File: config.mk
export PLATFORM = sky130hd
export DESIGN_NAME = control_unit_fsm_flat
export DESIGN_NICKNAME = d
export VERILOG_FILES = /design/src/rtl/control_unit_fsm_if.sv /design/src/rtl/control_unit_fsm.sv /design/src/flat_wrapper.sv
export SDC_FILE = /design/constraint.sdc
export NUM_CORES = 1
export LEC_CHECK = 0
export CAP_MARGIN = 20
export CORE_MARGIN = 2
export CORE_UTILIZATION = 45
export DETAILED_ROUTE_END_ITERATION = 7
export PLACE_DENSITY_LB_ADDON = 0.1
export RECOVER_POWER = 25
export SLEW_MARGIN = 20
export SYNTH_ARGS = -nofsm -noshare
export SYNTH_HDL_FRONTEND = slang
export SYNTH_SLANG_ARGS = --single-unit
File: constraint.sdc
create_clock -name CLK -period 1.8 [get_ports CLK]
set_input_delay 0.36 -clock CLK [delete_from_list [all_inputs] [get_ports CLK]]
set_output_delay 0.36 -clock CLK [all_outputs]
set_load 0.02 [all_outputs]
File: src/rtl/control_unit_fsm_if.sv
`default_nettype none
// ============================================================================
//  Module      : control_unit_fsm_if
//  Description : Control bus between the instruction sequencer and the
//                memory, PC, register-file and ALU blocks.
//  Revision    : 1.0 - initial release
// ============================================================================
interface control_unit_fsm_if #(
    parameter int OPCODE_W = 5
);
    logic                ENABLE;
    logic [OPCODE_W-1:0] OPCODE;
    logic [3:0]          FLAGS;
    logic                MEM_READY;
    logic                RD_EN;
    logic                WR_EN;
    logic                INC_PC;
    logic                LOAD_REG;
    logic [2:0]          LOAD_SELECT;
    logic                MODE;
    logic                MUX_SELECT_A;
    logic                MUX_SELECT_B;
    logic                INSTR_DONE;
    logic                ILLEGAL;
    logic                BUS_ERR;
    logic                HALTED;

    modport master (
        input  ENABLE, OPCODE, FLAGS, MEM_READY,
        output RD_EN, WR_EN, INC_PC, LOAD_REG, LOAD_SELECT, MODE,
               MUX_SELECT_A, MUX_SELECT_B, INSTR_DONE, ILLEGAL,
               BUS_ERR, HALTED
    );

    modport slave (
        output ENABLE, OPCODE, FLAGS, MEM_READY,
        input  RD_EN, WR_EN, INC_PC, LOAD_REG, LOAD_SELECT, MODE,
               MUX_SELECT_A, MUX_SELECT_B, INSTR_DONE, ILLEGAL,
               BUS_ERR, HALTED
    );
endinterface
`default_nettype wire

File: src/rtl/control_unit_fsm.sv
`default_nettype none
// ============================================================================
//  Module      : control_unit_fsm
//  Description : Multi-cycle fetch/decode/execute/memory/writeback sequencer
//                for the 19-bit CPU, with memory-ready timeout.
//  Revision    : 1.0 - initial release
// ============================================================================
module control_unit_fsm #(
    parameter int OPCODE_W    = 5,
    parameter int MEM_TIMEOUT = 15
) (
    input  wire               CLK,
    input  wire               RST,
    control_unit_fsm_if.master bus
);
    localparam int CNT_RAW = $clog2(MEM_TIMEOUT + 1);
    localparam int CNT_W   = (CNT_RAW < 4) ? 4 : CNT_RAW;

    localparam logic [OPCODE_W-1:0] c_op_nop  = OPCODE_W'(5'h00);
    localparam logic [OPCODE_W-1:0] c_op_alu0 = OPCODE_W'(5'h01);
    localparam logic [OPCODE_W-1:0] c_op_log0 = OPCODE_W'(5'h08);
    localparam logic [OPCODE_W-1:0] c_op_logn = OPCODE_W'(5'h0F);
    localparam logic [OPCODE_W-1:0] c_op_lda  = OPCODE_W'(5'h10);
    localparam logic [OPCODE_W-1:0] c_op_ldb  = OPCODE_W'(5'h11);
    localparam logic [OPCODE_W-1:0] c_op_st   = OPCODE_W'(5'h12);
    localparam logic [OPCODE_W-1:0] c_op_jmp  = OPCODE_W'(5'h13);
    localparam logic [OPCODE_W-1:0] c_op_jz   = OPCODE_W'(5'h14);
    localparam logic [OPCODE_W-1:0] c_op_jn   = OPCODE_W'(5'h15);
    localparam logic [OPCODE_W-1:0] c_op_jc   = OPCODE_W'(5'h16);
    localparam logic [OPCODE_W-1:0] c_op_jv   = OPCODE_W'(5'h17);
    localparam logic [OPCODE_W-1:0] c_op_halt = OPCODE_W'(5'h1F);

    typedef enum logic [2:0] {
        S_IDLE      = 3'd0,
        S_FETCH     = 3'd1,
        S_DECODE    = 3'd2,
        S_EXECUTE   = 3'd3,
        S_MEM_WAIT  = 3'd4,
        S_WRITEBACK = 3'd5,
        S_HALT      = 3'd6
    } state_t;

    state_t           r_state;
    state_t           w_next;
    state_t           w_go;
    logic [CNT_W-1:0] r_wait_cnt;
    logic             r_bus_err;

    logic w_is_alu, w_is_logic, w_is_mem, w_is_st, w_is_jmp, w_is_jcc;
    logic w_is_halt, w_is_nop, w_illegal, w_flag, w_at_limit, w_timeout;
    logic w_rd_en, w_wr_en, w_inc_pc, w_load_reg, w_mode;
    logic w_mux_a, w_mux_b, w_done, w_ill;
    logic [2:0] w_load_sel;

    assign w_is_alu   = (bus.OPCODE >= c_op_alu0) && (bus.OPCODE <= c_op_logn);
    assign w_is_logic = (bus.OPCODE >= c_op_log0) && (bus.OPCODE <= c_op_logn);
    assign w_is_st    = (bus.OPCODE == c_op_st);
    assign w_is_mem   = (bus.OPCODE == c_op_lda) || (bus.OPCODE == c_op_ldb) || w_is_st;
    assign w_is_jmp   = (bus.OPCODE == c_op_jmp);
    assign w_is_jcc   = (bus.OPCODE >= c_op_jz) && (bus.OPCODE <= c_op_jv);
    assign w_is_halt  = (bus.OPCODE == c_op_halt);
    assign w_is_nop   = (bus.OPCODE == c_op_nop);
    assign w_illegal  = !(w_is_nop || w_is_alu || w_is_mem || w_is_jmp ||
                          w_is_jcc || w_is_halt);
    assign w_at_limit = (r_wait_cnt == CNT_W'(MEM_TIMEOUT - 1));

    always_comb begin
        w_flag = 1'b0;
        case (bus.OPCODE)
            c_op_jz: w_flag = bus.FLAGS[0];
            c_op_jn: w_flag = bus.FLAGS[1];
            c_op_jc: w_flag = bus.FLAGS[2];
            c_op_jv: w_flag = bus.FLAGS[3];
            default: w_flag = 1'b0;
        endcase
    end

    always_comb begin
        w_next     = r_state;
        w_timeout  = 1'b0;
        w_rd_en    = 1'b0;
        w_wr_en    = 1'b0;
        w_inc_pc   = 1'b0;
        w_load_reg = 1'b0;
        w_load_sel = 3'b000;
        w_mode     = 1'b0;
        w_mux_a    = 1'b0;
        w_mux_b    = 1'b0;
        w_done     = 1'b0;
        w_ill      = 1'b0;
        // A dropped ENABLE lets the instruction finish, then parks in IDLE.
        w_go       = bus.ENABLE ? S_FETCH : S_IDLE;

        case (r_state)
            S_IDLE: begin
                if (bus.ENABLE) w_next = S_FETCH;
            end
            S_FETCH: begin
                w_rd_en = 1'b1;
                if (bus.MEM_READY) begin
                    w_load_reg = 1'b1;
                    w_load_sel = 3'b001;
                    w_inc_pc   = 1'b1;
                    w_next     = S_DECODE;
                end else if (w_at_limit) begin
                    w_timeout = 1'b1;
                    w_next    = S_HALT;
                end
            end
            S_DECODE: begin
                if (w_is_halt) begin
                    w_done = 1'b1;
                    w_next = S_HALT;
                end else if (w_is_alu) begin
                    w_next = S_EXECUTE;
                end else if (w_is_mem) begin
                    w_next = S_MEM_WAIT;
                end else if (w_is_jmp || (w_is_jcc && w_flag)) begin
                    w_next = S_EXECUTE;
                end else begin
                    w_done = 1'b1;
                    w_ill  = w_illegal;
                    w_next = w_go;
                end
            end
            S_EXECUTE: begin
                if (w_is_alu) begin
                    w_mode  = w_is_logic;
                    w_mux_a = 1'b1;
                    w_mux_b = 1'b1;
                    w_next  = S_WRITEBACK;
                end else begin
                    w_load_reg = 1'b1;
                    w_load_sel = 3'b000;
                    w_done     = 1'b1;
                    w_next     = w_go;
                end
            end
            S_WRITEBACK: begin
                w_load_reg = 1'b1;
                w_load_sel = 3'b100;
                w_done     = 1'b1;
                w_next     = w_go;
            end
            S_MEM_WAIT: begin
                w_mux_a = 1'b1;
                w_rd_en = !w_is_st;
                w_wr_en = w_is_st;
                if (bus.MEM_READY) begin
                    if (!w_is_st) begin
                        w_load_reg = 1'b1;
                        w_load_sel = (bus.OPCODE == c_op_lda) ? 3'b010 : 3'b011;
                    end
                    w_done = 1'b1;
                    w_next = w_go;
                end else if (w_at_limit) begin
                    w_timeout = 1'b1;
                    w_next    = S_HALT;
                end
            end
            S_HALT: begin
                if (!bus.ENABLE) w_next = S_IDLE;
            end
            default: w_next = S_IDLE;
        endcase
    end

    always_ff @(posedge CLK or posedge RST) begin
        if (RST) begin
            r_state    <= S_IDLE;
            r_wait_cnt <= '0;
            r_bus_err  <= 1'b0;
        end else begin
            r_state <= w_next;
            if (w_timeout) r_bus_err <= 1'b1;
            if (w_next != r_state)
                r_wait_cnt <= '0;
            else if (((r_state == S_FETCH) || (r_state == S_MEM_WAIT)) && !bus.MEM_READY)
                r_wait_cnt <= r_wait_cnt + 1'b1;
        end
    end

    assign bus.RD_EN        = w_rd_en;
    assign bus.WR_EN        = w_wr_en;
    assign bus.INC_PC       = w_inc_pc;
    assign bus.LOAD_REG     = w_load_reg;
    assign bus.LOAD_SELECT  = w_load_sel;
    assign bus.MODE         = w_mode;
    assign bus.MUX_SELECT_A = w_mux_a;
    assign bus.MUX_SELECT_B = w_mux_b;
    assign bus.INSTR_DONE   = w_done;
    assign bus.ILLEGAL      = w_ill;
    assign bus.BUS_ERR      = r_bus_err;
    assign bus.HALTED       = (r_state == S_HALT);
endmodule
`default_nettype wire

File: src/flat_wrapper.sv
// flat-port wrapper written by rule: the top's interface ports become plain ports
module control_unit_fsm_flat 
#(
    parameter int OPCODE_W    = 5,
    parameter int MEM_TIMEOUT = 15
)
  (CLK, RST, bus_ENABLE, bus_OPCODE, bus_FLAGS, bus_MEM_READY, bus_RD_EN, bus_WR_EN, bus_INC_PC, bus_LOAD_REG, bus_LOAD_SELECT, bus_MODE, bus_MUX_SELECT_A, bus_MUX_SELECT_B, bus_INSTR_DONE, bus_ILLEGAL, bus_BUS_ERR, bus_HALTED);
  control_unit_fsm_if #(.OPCODE_W(OPCODE_W)) bus_i ();
  input  wire CLK;
  input  wire RST;
  input wire logic [$bits(bus_i.ENABLE)-1:0] bus_ENABLE;
  input wire logic [$bits(bus_i.OPCODE)-1:0] bus_OPCODE;
  input wire logic [$bits(bus_i.FLAGS)-1:0] bus_FLAGS;
  input wire logic [$bits(bus_i.MEM_READY)-1:0] bus_MEM_READY;
  output wire logic [$bits(bus_i.RD_EN)-1:0] bus_RD_EN;
  output wire logic [$bits(bus_i.WR_EN)-1:0] bus_WR_EN;
  output wire logic [$bits(bus_i.INC_PC)-1:0] bus_INC_PC;
  output wire logic [$bits(bus_i.LOAD_REG)-1:0] bus_LOAD_REG;
  output wire logic [$bits(bus_i.LOAD_SELECT)-1:0] bus_LOAD_SELECT;
  output wire logic [$bits(bus_i.MODE)-1:0] bus_MODE;
  output wire logic [$bits(bus_i.MUX_SELECT_A)-1:0] bus_MUX_SELECT_A;
  output wire logic [$bits(bus_i.MUX_SELECT_B)-1:0] bus_MUX_SELECT_B;
  output wire logic [$bits(bus_i.INSTR_DONE)-1:0] bus_INSTR_DONE;
  output wire logic [$bits(bus_i.ILLEGAL)-1:0] bus_ILLEGAL;
  output wire logic [$bits(bus_i.BUS_ERR)-1:0] bus_BUS_ERR;
  output wire logic [$bits(bus_i.HALTED)-1:0] bus_HALTED;
  assign bus_i.ENABLE = bus_ENABLE;
  assign bus_i.OPCODE = bus_OPCODE;
  assign bus_i.FLAGS = bus_FLAGS;
  assign bus_i.MEM_READY = bus_MEM_READY;
  assign bus_RD_EN = bus_i.RD_EN;
  assign bus_WR_EN = bus_i.WR_EN;
  assign bus_INC_PC = bus_i.INC_PC;
  assign bus_LOAD_REG = bus_i.LOAD_REG;
  assign bus_LOAD_SELECT = bus_i.LOAD_SELECT;
  assign bus_MODE = bus_i.MODE;
  assign bus_MUX_SELECT_A = bus_i.MUX_SELECT_A;
  assign bus_MUX_SELECT_B = bus_i.MUX_SELECT_B;
  assign bus_INSTR_DONE = bus_i.INSTR_DONE;
  assign bus_ILLEGAL = bus_i.ILLEGAL;
  assign bus_BUS_ERR = bus_i.BUS_ERR;
  assign bus_HALTED = bus_i.HALTED;
  control_unit_fsm #(.OPCODE_W(OPCODE_W), .MEM_TIMEOUT(MEM_TIMEOUT)) u_core (.CLK(CLK), .RST(RST), .bus(bus_i));
endmodule
* Yosys cells after proc, flatten, opt, wreduce, memory -nomap -nowiden *
Cells that the tools add are included.

operators by class
  reductions and logical operators = 21
  multipliers = 0
  divide/modulo/power cells = 0
  shift operators = 0
  equality and inequality tests = 17
  order comparisons = 5
  bitwise operators = 0
  muxes and demuxes = 46
  add/sub/neg operators = 1

operator list
  kind                                                 count
  equality test 5 bit, second input constant           9
  2-to-1 mux 3 bit                                     12
  2-to-1 mux 1 bit                                     25
  one-hot mux 3 bit (7 select lines)                   1
  one-hot mux 1 bit (4 select lines)                   3
  equality test 3 bit, second input constant           3
  logical OR 1 bit                                     9
  one-hot mux 3 bit (3 select lines)                   1
  2-to-1 mux 4 bit                                     2
  equality test 3 x 2 -> 1 bit, second input constant  2
  >= comparator 5 x 1 -> 1 bit, second input constant  1
  >= comparator 5 x 4 -> 1 bit, second input constant  1
  >= comparator 5 bit, second input constant           1
  <= comparator 5 x 4 -> 1 bit, second input constant  1
  <= comparator 5 bit, second input constant           1
  logical AND 1 bit                                    5
  zero test 5 bit                                      1
  adder 4 x 1 -> 4 bit, second input constant          1
  equality test 4 bit, second input constant           1
  one-hot mux 1 bit (2 select lines)                   2
  equality test 3 x 1 -> 1 bit, second input constant  1
  zero test 1 bit                                      3
  zero test 3 bit                                      1
  inequality test 3 bit                                1
  other kinds (2)                                      2

storage, ports and cells
  memory bits (writable) = 0
  register bits after elaboration = 8
  memories kept = 0
  ROM bits = 0
  word-level logic and storage cells = 93
  input port bits = 13
  output and inout bits = 14
  bits in latches = 0

* Longest topological paths before layout *
Gate-level depths: netlist of run 1.

  depth in word-level cells = 13
  mapped depth = 8
  mapped depth without buffers = 8

* Least setup slack after synthesis of run 1 *
Ideal clock, no wire load.

  path kind = reg2out
  start = register u_core.r_state[1]
  end = output port bus_MODE
  stages on the path, launching flop included = 6
  data arrival time = 1608 ps
  path slack = -168 ps
  buffers on the path = 1
  required time = 1440 ps
  cell sequence = dfrtp_1 -> clkbuf_1 -> inv_1 -> or4_1 -> inv_1 -> and2_1

between the ends
  word-level cells in the longest chain between the ends = 2

RTL lines
  element                       line                     source
  start, declared               control_unit_fsm.sv:43   state_t r_state;
  start signal, assigned        control_unit_fsm.sv:174  r_state <= w_next;
  equality test 3 x 2 -> 1 bit  control_unit_fsm.sv:94   case (r_state)
  2-to-1 mux 1 bit              control_unit_fsm.sv:94
  end, declared                 flat_wrapper.sv:20       output wire logic [$bits(bus_i.MODE)-1:0] bus_MODE;

Every way passes these cells.

* Final worst setup path of run 1 *
  start = register u_core.r_state[0]
  end = register u_core.r_wait_cnt[0]

between the ends
  word-level cells in the longest chain between the ends = 5
  elaborated cells between the ends (all ways) = 18
  those cells by class = eq/ne (7); mux (7); reduce/logical (4)

RTL lines
  element                                                 line                                              source
  2-to-1 mux 3 bit                                        control_unit_fsm.sv:105, control_unit_fsm.sv:156
  2-to-1 mux 3 bit (on tied branches)                     control_unit_fsm.sv:149, control_unit_fsm.sv:100
  one-hot mux 3 bit (7 select lines)                      control_unit_fsm.sv:94
  inequality test 3 bit                                   control_unit_fsm.sv:176                           if (w_next != r_state)
  2-to-1 mux 4 bit or nonzero test 2 bit (tied branches)  -
  end signal, assigned                                    control_unit_fsm.sv:179                           r_wait_cnt <= r_wait_cnt + 1'b1;
  end, declared                                           control_unit_fsm.sv:46                            logic [CNT_W-1:0] r_wait_cnt;

Parallel ways exist; a longest one is shown, timed or not.
A chain may end at the register's enable or synchronous reset.

==> results_dict.tcl, run 1 <==
set metrics [dict create \
    status "finished with violations" \
    violations "setup timing" \
    setup_viol 13 \
    reg2reg_depth 8 \
    cp_data_arrival_time_ns 2.22 \
    crit_start "u_core.r_state[0]$_DFF_PP0_" \
    num_vias 1267 \
    insertedDiodeCount 0 \
    syn_to_final_growth_pct 85.31 \
    fin_crit_sh 1.146 \
    setup_ws_ns -0.2635 \
    critPathLaunchType "register" \
    drtAntennaViolNets 0 \
    start_util 0.4833 \
    viasPerCell 6.241 \
    antenna_found_initial 0 \
    async_flop_share 1.000 \
    yosys-top-cells-area "dfrtp_1, nor2_1, o21ai_0, nand2_1, a21oi_1" \
    yosysSeqAreaShare 0.2399 \
    rsz0062_at_grt "true" \
    io_pins 27 \
    netlist_area_um2 834.6 \
    slew_violations 0 \
    tightestPinTransition_ns 0.3445 \
    synthCells 115 \
    grt_pass1_vias 1171 \
    wl_per_cell_um 19.05 \
    drc_errors 0 \
    cts_sinks 8 \
    grt_use_total 0.3465 \
    synth_edf_count 0 \
    cts_made_buffers 3 \
    cts_hold_buf 0 \
    relSlewSlack 0.7686 \
    worstReg2RegEnd "u_core.r_wait_cnt[0]$_DFFE_PP0P_" \
    row_count 15 \
    grt_first_pass_wirelength_um 5382 \
    yosys_warnings 0 \
    nets 195 \
    drt_wl_total_um 3868 \
    hold_path.class "register to register" \
    clkTransAtPathRegs_ns 0.05 \
    timing.reg2reg.setup_slack_ns -0.26 \
    synthFlopType "dfrtp_1" \
    power_density_nw_per_um2 1173 \
    fin_skew_ns 0.002276 \
    crit_required_ns 1.96 \
    drtIter0Drc 96 \
    clk_path_buf_depth 2 \
    die_h_um 47.07 \
    yosysTopAreaCell "dfrtp_1" \
    ir_drop_v 0.001002 \
    cap_violations 0 \
    yosysMostFrequentCell "nor2_1" \
    cts_root_buf "clkbuf_4" \
    synth_top_area_frac 0.2399 \
    synth_cell_type_count 41 \
    die_area_um2 2215 \
    r2r-start "u_core.r_state[0]$_DFF_PP0_" \
    io_buffers 26 \
    gp_congestion 0.9298 \
    hpwl_um 2155 \
    setup_tns_ns -1.770 \
    synth_common_cells "nor2_1, nand2_1, dfrtp_1, o21ai_0, a21oi_1" \
    die_w_um 47.07 \
    post-place-ws_ns -0.9391 \
    core-area_um2 1727 \
    ys_ff_latch 8 \
    stdcell_count 203 \
    drive_gt1_frac 0.4944 \
    insertion_delay_ns 0.25 \
    critPathCaptureType "register" \
    gr-total-overflow 0 \
    post_dp_cell_area_um2 1356 \
    fmax_mhz 484.6 \
    htreeDepth 1 \
    p_leak_nw 0.7037 \
    drt-pass1-iter-count 5 \
    criticalPathCategory "register to register" \
    synth_fp_nets 130 \
    crit_path_max_fanout 7 \
    dpl.cell_count 193 \
    timing.critical_path.to "u_core.r_wait_cnt[0]$_DFFE_PP0P_" \
    hold_viol 0 \
    nFillCells 75 \
    final_cell_area_um2 1546 \
    fin_crit_ns 2.063 \
    cts_tree "built" \
    grt_start_max_net_pins 17 \
    postLayoutCoreUtil 0.8957 \
    syn_avg_cell_area_um2 7.257 \
]
[power by group]
group          leakage, nW  switching (mW)  internal (mW)  total, mW
Clock               0.0138          0.0551         0.0759      0.131
Sequential           0.107          0.0407          0.219      0.260
Combinational        0.582           0.759          0.664       1.42
Total                0.704           0.855          0.959       1.81
[metrics by stage]
step                      hold slack, ns  power [mW]
after floorplan                   0.1757      0.8342
after global placement            0.4589       1.379
after detailed placement          0.4549       1.416
after CTS                         0.3396       1.616
after global routing              0.5141       1.907
final                             0.4842       1.814
[cell usage in the layout, fill, tap and decap left out, types with 4 or more instances in the layout]
| cell | synthesis | routed |
|---|---|---|
| a21oi_1 | 7 | 5 |
| buf_2 | 1 | 4 |
| buf_4 | 0 | 35 |
| buf_6 | 0 | 12 |
| clkdlybuf4s15_1 | 0 | 5 |
| dfrtp_1 | 8 | 8 |
| inv_1 | 6 | 4 |
| nand2_1 | 10 | 10 |
| nand3_1 | 5 | 4 |
| nor2_1 | 16 | 15 |
| nor3_1 | 4 | 4 |
| o21ai_0 | 8 | 5 |
[metal layers]
metal / part of all wire / track usage
met1: 0.37 / 0.4235
met2: 0.48 / 0.6055
met4: 0.043 / 0.08889
met5: 0 / 0
met3: 0.11 / 0.08846
[final cells by class]
cell class	instances	area, µm²	share of cell area
clock buffers	3	22.52	0.01456
inverters	6	25.02	0.01618
multi-input cells	95	708.2	0.4579
flip-flops and latches	8	200.2	0.1295
well taps	25	31.28	0.02023
repair buffers	66	559.3	0.3617
[timing repair]
item / CTS / global route
setup buffers: 3 / 4
gates resized for setup: 100 / 28
pin swaps: 10 / 8
setup endpoints to repair: 19 / 17
[worst min-delay path by stage]
stage / from / to / slack (ns) / cells after the start
detailed placement: u_core.bus.BUS_ERR$_DFFE_PP0P_ / u_core.bus.BUS_ERR$_DFFE_PP0P_ / 0.45 / 1
floorplan: RST / u_core.bus.BUS_ERR$_DFFE_PP0P_ / 0.18 / 1
CTS: RST / u_core.r_wait_cnt[3]$_DFFE_PP0P_ / 0.34 / 2
global route: u_core.bus.BUS_ERR$_DFFE_PP0P_ / u_core.bus.BUS_ERR$_DFFE_PP0P_ / 0.51 / 1
finish: u_core.bus.BUS_ERR$_DFFE_PP0P_ / u_core.bus.BUS_ERR$_DFFE_PP0P_ / 0.48 / 1
global placement: u_core.bus.BUS_ERR$_DFFE_PP0P_ / u_core.bus.BUS_ERR$_DFFE_PP0P_ / 0.46 / 1
[worst max-delay path, stage by stage, from the launching register on]
cell,delay (ns)
dfrtp_1,0.42
buf_4,0.19
nor2b_1,0.15
buf_4,0.15
o21ai_1,0.25
o2111ai_1,0.20
a21oi_1,0.30
nand2_1,0.12
nor2_1,0.18
[registers in the layout (all words and copies together), names as in the netlist]
name	flops
u_core.bus.BUS_ERR	1
u_core.r_state	3
u_core.r_wait_cnt	4
[kinds of logic after synthesis]
family | synth area share
adder cells (fa/ha/maj) | 0.02998
XOR/XNOR | 0.03149
multiplexers | 0.03898
buffers and inverters | 0.05695
flip-flops | 0.2399
AO/OA/AOI/OAI | 0.2264
AND/OR/NAND/NOR | 0.3763
(Power assumes the default switching activity.)
==> run 2: changes to the inputs <==
- HOLD_SLACK_MARGIN: not set -> 0.15
==> results of run 2 <==
No change in the layout: final DEF, timing and power equal those of run 1.
==> run 3: changes to the inputs <==
- GPL_TIMING_DRIVEN: not set -> 1
- clock period: 1.8 -> 2.65 ns (I/O delays scaled with it)
==> run 3 against run 2 <==
The run now ends clean. Die area stayed put. Clock-buffer cell count unchanged. Sequential power is 37% lower. Global-route usage is 8.6 points lower. Critical path depth shrank 1. Utilization down 15 points. Largest cell class unchanged. Highest routed layer unchanged.
==> results_dict.tcl, run 3 (same netlist as run 1, synthesis figures left out) <==
set metrics [dict create \
    cts_tree "built" \
    cp_data_arrival_time_ns 2.05 \
    io_pins 27 \
    grt_start_max_net_pins 17 \
    fin_skew_ns 0.003772 \
    hold_viol 0 \
    grt_pass1_vias 945 \
    timing.reg2reg.setup_slack_ns 0.75 \
    htreeDepth 1 \
    critPathCaptureType "output port" \
    stdcell_count 183 \
    drt-pass1-iter-count 4 \
    antenna_found_initial 0 \
    relSlewSlack 0.6400 \
    final_common_cell "buf_4" \
    nFillCells 152 \
    whs_ns 0.5025 \
    setup_ws_ns 0.07357 \
    final_cell_area_um2 1284 \
    p_sw_mw 0.4410 \
    worstPathCellList "clkdlybuf4s50_1, nand2b_1, mux4_2, o21ai_2, o211ai_1, o221ai_1, buf_4" \
    gr-total-overflow 0 \
    post-cts-setup-buffer-count 0 \
    core-area_um2 1727 \
    p_leak_nw 0.5818 \
    grt_first_pass_wirelength_um 4071 \
    p_int_mw 0.4665 \
    power_frac_comb 0.718 \
    critPathLaunchType "input pin" \
    drtIter0Drc 33 \
    criticalPathCategory "input pin to output port" \
    insertedDiodeCount 0 \
    die_h_um 47.07 \
    crit_path_max_fanout 2 \
    status "finished clean" \
    fin_crit_ns 2.576 \
    num_vias 1027 \
    final_cell_mix "buf_4, nor2_1, clkdlybuf4s50_1" \
    cts_sinks 8 \
    tightestPinTransition_ns 0.5264 \
    power_density_nw_per_um2 707.0 \
    cp_slowest_cell "mux4_2" \
    drtAntennaViolNets 0 \
    drive_gt1_frac 0.2405 \
    ir_drop_v 0.0005759 \
    setup_viol 0 \
    drt_wl_total_um 2557 \
    crit_required_ns 2.12 \
    clkPwrFrac 0.099 \
    fmax_mhz 388.1 \
    cts_made_buffers 3 \
    critical-path-max-stage-delay_ns 0.51 \
    seqPwrFrac 0.182 \
    netSwitchingFraction 0.4860 \
    cts_root_buf "clkbuf_4" \
    r2r-start "u_core.r_wait_cnt[0]$_DFFE_PP0P_" \
    largest_reg_flops 4 \
    hpwl_um 2028 \
    syn_to_final_growth_pct 53.82 \
    start_util 0.4833 \
    die_w_um 47.07 \
    cts_hold_buf 0 \
    crit_start "bus_FLAGS[3]" \
    post-place-ws_ns -0.5571 \
    gp_congestion 0.8511 \
    fin_crit_sh 0.9722 \
    slew_violations 0 \
    hold_path.class "register to register" \
    insertion_delay_ns 0.25 \
    io_buffers 26 \
    post_dp_cell_area_um2 1251 \
    row_count 15 \
    nets 175 \
    grt_use_total 0.2603 \
    worstReg2RegEnd "u_core.r_wait_cnt[3]$_DFFE_PP0P_" \
    dpl.cell_count 180 \
    reg2reg_depth 8 \
    wl_per_cell_um 13.97 \
    rsz0062_at_grt "false" \
    clk_path_buf_depth 2 \
    timing.critical_path.to "bus_INSTR_DONE" \
    die_area_um2 2215 \
    top_register "u_core.r_wait_cnt" \
    drc_errors 0 \
    clkTransAtPathRegs_ns 0.05 \
    viasPerCell 5.612 \
    cap_violations 0 \
]
run 3: changes by cell type in the layout (fill, tap and decap cells not counted), moves of 3 or more:
cell and change:
buf_4 -14, buf_6 -12, clkdlybuf4s50_1 +11, dlygate4sd2_1 +6, clkdlybuf4s15_1 -5, buf_2 -3, nand2b_1 +3, nand2b_4 -3
run 3: cell type report:
class	instances	area (µm²)	share of cell area
clock buffer	3	22.52	0.01754
inverter	6	22.52	0.01754
multi-input combinational	95	620.6	0.4834
tap	25	31.28	0.02437
sequential	8	200.2	0.1559
timing repair buffer	46	386.6	0.3012
run 3: routing by layer:
layer  global-route usage  routed length (µm)
met1               0.3333                1073
met2               0.4521                1321
met3              0.05769                 148
met4              0.05000                  14
met5                    0                   0
run 3: what timing repair did:
item | CTS | global route
setup endpoints to repair | 10 | 9
gates resized for setup | 24 | 8
pin swaps | 1 | 1
run 3: power groups by stage:
stage               Clock, mW  Combinational (mW)  Sequential, mW
floorplan                   0               0.386           0.172
global placement            0               0.647           0.164
detailed placement          0               0.666           0.166
CTS                    0.0918               0.643           0.164
global route           0.0980               0.710           0.167
finish                 0.0900               0.652           0.165
run 3: worst min-delay path by stage:
stage                                               from                                to  slack [ns]  cells after the start
final                     u_core.bus.BUS_ERR$_DFFE_PP0P_    u_core.bus.BUS_ERR$_DFFE_PP0P_        0.50                      1
after global routing      u_core.bus.BUS_ERR$_DFFE_PP0P_    u_core.bus.BUS_ERR$_DFFE_PP0P_        0.51                      1
after CTS                                            RST  u_core.r_wait_cnt[1]$_DFFE_PP0P_        0.51                      2
after detailed placement  u_core.bus.BUS_ERR$_DFFE_PP0P_    u_core.bus.BUS_ERR$_DFFE_PP0P_        0.46                      1
after global placement    u_core.bus.BUS_ERR$_DFFE_PP0P_    u_core.bus.BUS_ERR$_DFFE_PP0P_        0.46                      1
after floorplan                                      RST    u_core.bus.BUS_ERR$_DFFE_PP0P_        0.35                      1
run 3: metrics by stage:
stage | total power, mW | utilization | TNS, ns
6_report | 0.9075 | 0.7435 | 0
5_1_grt | 0.9749 | 0.7435 | 0
4_1_cts | 0.8986 | 0.7377 | 0
3_5_place_dp | 0.8325 | 0.7246 | -2.863
3_3_place_gp | 0.8117 | 0.7246 | -2.401
2_1_floorplan | 0.5575 | - | 0
run 3: worst max-delay path: cells and delay by family:
kind	cells	cell delay, ns
multiplexers	1	0.51
AO/OA/AOI/OAI	3	0.31
buffers and inverters	2	0.55
AND/OR/NAND/NOR	1	0.14
